===== src/rtl/up3_mem_arbiter.sv =====
// rtl/up3_mem_arbiter.sv - CPU/host arbiter for the shared 256x16 uP3 RAM (UP3_ARB_RR_EN selects round-robin ties)
module up3_mem_arbiter #(
    parameter int AW = 8,
    parameter int DW = 16
) (
    input  logic          i_clk,
    input  logic          i_rst_n,
    input  logic          i_cpu_req,
    input  logic          i_cpu_we,
    input  logic [AW-1:0] i_cpu_addr,
    input  logic [DW-1:0] i_cpu_wdata,
    output logic          o_cpu_gnt,
    output logic          o_cpu_rvalid,
    output logic [DW-1:0] o_cpu_rdata,
    input  logic          i_host_req,
    input  logic          i_host_we,
    input  logic [AW-1:0] i_host_addr,
    input  logic [DW-1:0] i_host_wdata,
    output logic          o_host_gnt,
    output logic          o_host_rvalid,
    output logic [DW-1:0] o_host_rdata,
    output logic [AW-1:0] o_mem_addr,
    output logic [DW-1:0] o_mem_wdata,
    output logic          o_mem_we,
    input  logic [DW-1:0] i_mem_rdata
);

    typedef enum logic [1:0] {
        S_IDLE   = 2'd0,
        S_ACCESS = 2'd1,
        S_RESP   = 2'd2
    } state_t;

    localparam logic OWN_CPU  = 1'b0;
    localparam logic OWN_HOST = 1'b1;

    state_t        r_state;
    state_t        w_state_nxt;
    logic          r_owner;
    logic          w_owner_nxt;
    logic [AW-1:0] r_mem_addr;
    logic [AW-1:0] w_mem_addr_nxt;
    logic [DW-1:0] r_mem_wdata;
    logic [DW-1:0] w_mem_wdata_nxt;
    logic          r_mem_we;
    logic          w_mem_we_nxt;
    logic          w_pick_host;

`ifdef UP3_ARB_RR_EN
    logic          r_last;
    logic          w_last_nxt;

    // Ties go to whichever port did not win last time
    assign w_pick_host = i_host_req && (!i_cpu_req || (r_last == OWN_CPU));
`else
    // Fixed priority: the host only wins when the CPU is not asking
    assign w_pick_host = i_host_req && !i_cpu_req;
`endif

    // FSM state register
    always_ff @(posedge i_clk or negedge i_rst_n) begin
        if (!i_rst_n) begin
            r_state <= S_IDLE;
        end else begin
            r_state <= w_state_nxt;
        end
    end

    // Next-state logic and next values for the RAM-side command registers
    always_comb begin
        w_state_nxt     = r_state;
        w_owner_nxt     = r_owner;
        w_mem_addr_nxt  = r_mem_addr;
        w_mem_wdata_nxt = r_mem_wdata;
        w_mem_we_nxt    = 1'b0;
`ifdef UP3_ARB_RR_EN
        w_last_nxt      = r_last;
`endif
        case (r_state)
            S_IDLE: begin
                if (i_cpu_req || i_host_req) begin
                    w_state_nxt     = S_ACCESS;
                    w_owner_nxt     = w_pick_host ? OWN_HOST : OWN_CPU;
                    w_mem_addr_nxt  = w_pick_host ? i_host_addr  : i_cpu_addr;
                    w_mem_wdata_nxt = w_pick_host ? i_host_wdata : i_cpu_wdata;
                    w_mem_we_nxt    = w_pick_host ? i_host_we    : i_cpu_we;
`ifdef UP3_ARB_RR_EN
                    w_last_nxt      = w_pick_host ? OWN_HOST : OWN_CPU;
`endif
                end
            end
            S_ACCESS: begin
                // Writes complete at the edge ending ACCESS; reads need a RESP cycle
                w_state_nxt = r_mem_we ? S_IDLE : S_RESP;
            end
            S_RESP: begin
                w_state_nxt = S_IDLE;
            end
            default: begin
                w_state_nxt = S_IDLE;
            end
        endcase
    end

    // Owner, tie-break history and registered RAM command
    always_ff @(posedge i_clk or negedge i_rst_n) begin
        if (!i_rst_n) begin
            r_owner     <= OWN_CPU;
            r_mem_addr  <= '0;
            r_mem_wdata <= '0;
            r_mem_we    <= 1'b0;
`ifdef UP3_ARB_RR_EN
            r_last      <= OWN_HOST;
`endif
        end else begin
            r_owner     <= w_owner_nxt;
            r_mem_addr  <= w_mem_addr_nxt;
            r_mem_wdata <= w_mem_wdata_nxt;
            r_mem_we    <= w_mem_we_nxt;
`ifdef UP3_ARB_RR_EN
            r_last      <= w_last_nxt;
`endif
        end
    end

    assign o_mem_addr  = r_mem_addr;
    assign o_mem_wdata = r_mem_wdata;
    assign o_mem_we    = r_mem_we;

    // Responses decode straight from registered state so reset kills them immediately
    assign o_cpu_gnt     = (r_state == S_ACCESS) && (r_owner == OWN_CPU);
    assign o_host_gnt    = (r_state == S_ACCESS) && (r_owner == OWN_HOST);
    assign o_cpu_rvalid  = (r_state == S_RESP)   && (r_owner == OWN_CPU);
    assign o_host_rvalid = (r_state == S_RESP)   && (r_owner == OWN_HOST);
    assign o_cpu_rdata   = o_cpu_rvalid  ? i_mem_rdata : '0;
    assign o_host_rdata  = o_host_rvalid ? i_mem_rdata : '0;

endmodule


===== config.mk =====
export PLATFORM = sky130hd
export DESIGN_NAME = up3_mem_arbiter
export DESIGN_NICKNAME = d
export VERILOG_FILES = /design/src/rtl/up3_mem_arbiter.sv
export SDC_FILE = /design/constraint.sdc
export NUM_CORES = 1
export LEC_CHECK = 0
export ABC_AREA = 1
export CAP_MARGIN = 10
export CORE_MARGIN = 4
export CORE_UTILIZATION = 25
export CTS_CLUSTER_DIAMETER = 100
export CTS_CLUSTER_SIZE = 8
export DETAILED_ROUTE_END_ITERATION = 6
export GPL_ROUTABILITY_DRIVEN = 0
export SYNTH_ARGS = -nofsm -noshare
export SYNTH_HDL_FRONTEND = slang
export SYNTH_SLANG_ARGS = --single-unit

===== constraint.sdc =====
create_clock -name i_clk -period 1.9 [get_ports i_clk]
set_input_delay 0.475 -clock i_clk [delete_from_list [all_inputs] [get_ports i_clk]]
set_output_delay 0.475 -clock i_clk [all_outputs]
set_load 0.005 [all_outputs]

Word-level counts from Yosys, hierarchy flattened
Index checks and enable logic that the tools add are counted.
- word-level logic and storage cells: 29
- register bits: 28
- bits of input ports: 70
- bitwise logic cells: 1
- reductions and logical operators: 9
- equality and inequality tests: 3
- multiplexer cells: 11
- operator list (cell ; count):
    16-bit two-way mux ; 3
    8-bit two-way mux ; 1
    1-bit logical AND ; 5
    1-bit two-way mux ; 4
    2-bit two-way mux ; 2
    2-bit case mux with 2 select lines ; 1
    2-bit by 1-bit == test with 1-bit output, second input constant ; 1
    2-bit == test, second input constant ; 1
    2-bit logical NOT ; 1
    2-bit != test, second input constant ; 1
    2-bit AND reduction ; 1
    1-bit logical NOT ; 1
    1-bit logical OR ; 1
    1-bit NOT ; 1

Depth between registers and ports, before layout
- word-level depth: 5
- depth in mapped cells: 8
- depth with buffers taken out: 6

Worst setup path after synthesis
Ideal clock, no wire load.
- kind: register to output
- from: register r_state[0]
- to: output port o_host_rdata[10]
- data arrival time: 917 ps
- setup slack: 508 ps
- buffers on the path: 1
- cell stages (with the launch flop): 5
- cell sequence: dfrtp_1 -> inv_1 -> nand3_2 -> buf_2 -> nor2_1
- word-level cells in the longest chain between the ends: 3
- RTL lines (element ; line ; text):
    from (decl) ; 37 ; state_t r_state;
    from (signal assigned) ; 65 ; r_state <= w_state_nxt;
    2-bit == test ; 134 ; assign o_host_rvalid = (r_state == S_RESP) && (r_owner == OWN_HOST);
    1-bit logical AND ; 134 ;
    16-bit two-way mux ; 136 ; assign o_host_rdata = o_host_rvalid ? i_mem_rdata : '0;
    to (decl) ; 21 ; output logic [DW-1:0] o_host_rdata,
No other way between the ends.

Worst setup path in the final report
- from: register r_state[0]
- to: output port o_host_rdata[3]
Same word-level chain as after synthesis.

==> summary.txt <==
commonest non-fill, non-tap cells in the layout - nand2_1, clkdlybuf4s50_1, dfrtp_1
Fin Clk Skew - 3.023 ps
Worst EP required - 1420 ps
outcome - finished, final reports clean
crit end category - output port
Setup TNS - 0 ps
hold depth - 1
IO Pins - 131
HPWL reported at the end of detailed placement - 4497 µm
final cycle utilization of the critical path - 0.9784
worst-margin pin slew - 496.1 ps
DRT Pass-1 Iters - 4
CTS max path bufs - 2
vias per cell - 4.340
number of H-tree levels - 1
placed cells - 460
vias post-DR - 2066
HP Class - flop to flop
Initial Utilization - 0.2613
clk slew on worst S/H paths - 90 ps
Max Slew Vio Count - 0
Synth Instances - 256
Crit Path Class - flop to output port
Leakage - 1.743 nW
GRT overflow - 0
average size of a mapped cell - 6.593 µm²
CTS buffer count - 3
first-pass GRT wire length - 10080 µm
core box area - 0.006459 mm²
# port buffers - 130
Die Wd - 90.17 µm
final setup violation count - 0
vias in the first global route - 2067
max-cap violation count - 0
data arrival time of the worst path - 1380 ps
Hold-fix buffers, CTS - 0
clock sinks - 28
worst stage delay on the critical path - 390 ps
RSZ-0062 raised after global routing - true
P&R area growth vs syn - 87.77%
power density over cell area - 1022 mW/mm²
clock latency on the worst-skew pair - 270 ps
fin crit period - 1859 ps
final hold violations - 0
Worst R2R Path Depth - 6
Die Y-Extent - 90.17 µm
share of cells above drive strength 1 - 0.1980
post-synth cell types - 18
Starting DRT DRC Count - 41
slew margin rel. - 0.6681
syn nets - 326
n_diodes - 0
CP cell instances - inv_2 -> buf_12 -> nand3_4 -> nor2_1 -> dlygate4sd2_1
gr usage total - 0.1491
antenna violations before repair - 0
clock root buffer - clkbuf_8
register area share after synthesis - 0.4151
final std cells w/o fill - 476
Syn. warnings - 0
Netlist Area Pre-Place - 0.001688 mm²
WL/cell - 12.95 µm
Detail Route Antenna Nets - 0
reg2reg setup slack - 480 ps
row count - 29
WL final - 6163 µm
slowest CP cell - dfrtp_1
# DRC - 0
Fmax - 538.0 MHz
VDD IR max - 0.4254 mV
CTS tree - done
largest fanout on the critical path - 8
#FFs+latches synth - 28
die footprint - 0.008130 mm²
commonest non-fill, non-tap cell in the layout - nand2_1
final core occ - 0.4907
Final #Nets - 471
Worst Setup Start Kind - flop
Hold WS - 427.3 ps
largest net degree at the start of global routing - 29
[worst paths after layout]
check,start,to
setup / recovery,r_state[0]$_DFFE_PN0P_,o_host_rdata[3]
hold / removal,o_mem_we$_DFF_PN0_,r_state[1]$_DFFE_PN0P_
setup reg to reg,r_state[0]$_DFFE_PN0P_,r_owner$_DFFE_PN0P_
hold reg to reg,o_mem_we$_DFF_PN0_,r_state[1]$_DFFE_PN0P_
max in group asynchronous,i_rst_n,r_owner$_DFFE_PN0P_
min in group asynchronous,i_rst_n,o_mem_wdata[9]$_DFFE_PN0P_
[final cells by class]
cell class	instances	area (µm²)
tap	77	96.34
multi-input combinational	192	863.3
inverter	24	97.59
sequential	28	703.2
fill	684	3289
timing repair buffer	152	1368
clock buffer	3	41.29
[worst max-delay path: cells and delay by family, from the launching register on]
family	cells	cell delay (ps)
DFF	1	390
buffers and inverters	3	490
and+or+nand+nor	2	230
[power by group]
part	switching [W]	leakage, nW	total [W]	internal (W)
Clock	0.000171	0.0216	0.000313	0.000142
Combinational	0.000854	1.38	0.00189	0.00104
Sequential	0.000159	0.346	0.00103	0.000874
[kinds of logic (layout without fill, tap and decap cells)]
group                  count (synthesis)  count (layout)  share of synthesized area
AOI/OAI and AO/OA                      1               1                   0.002962
buffers and inverters                 37             179                     0.1119
DFF                                   28              28                     0.4151
and+or+nand+nor                      190             191                     0.4700
[flip-flops by register name, indices dropped and copies added (netlist names)]
name / cells
o_mem_wdata: 16
o_mem_addr: 8
r_owner: 1
r_state: 2
o_mem_we: 1
[routing by layer]
metal | share of wire | GRT usage
met4 | 0.0024 | 0.02806
met5 | 0 | 0
met1 | 0.43 | 0.1710
met3 | 0.088 | 0.04925
met2 | 0.48 | 0.2707
[cells in the mapped netlist]
master,count,area (µm²)
o21ai_0,1,5.000
dfrtp_1,28,700.7
nor2_4,1,11.26
buf_2,6,30.03
inv_6,1,8.760
buf_4,5,37.54
nand2_2,1,6.260
nand2_1,123,461.7
nand2_8,1,20.02
nand2_4,1,11.26
buf_6,1,11.26
nand3_1,25,125.1
inv_2,2,7.510
nor2_1,35,131.4
nand3_2,2,20.02
nand4_1,1,6.260
buf_8,1,15.01
inv_1,21,78.83
[repair_timing]
| item | 4_1_cts | 5_1_grt |
|---|---|---|
| cloned | 1 | 0 |
| resized for setup | 90 | 42 |
| setup buffers | 8 | 5 |
| endpoints found under the setup margin | 36 | 25 |
| pin swaps | 3 | 6 |
[metrics by stage]
step,total power [W],instance area (µm²),setup slack [ps]
after detailed placement,0.002810,3079,-258.7
after global routing,0.003544,3169,-30.72
after floorplan,0.001771,1688,508.0
after global placement,0.002796,3079,-240.2
after CTS,0.003248,3138,-177.9
final,0.003238,3169,41.09
No activity file was read; power rests on OpenSTA's default activity.
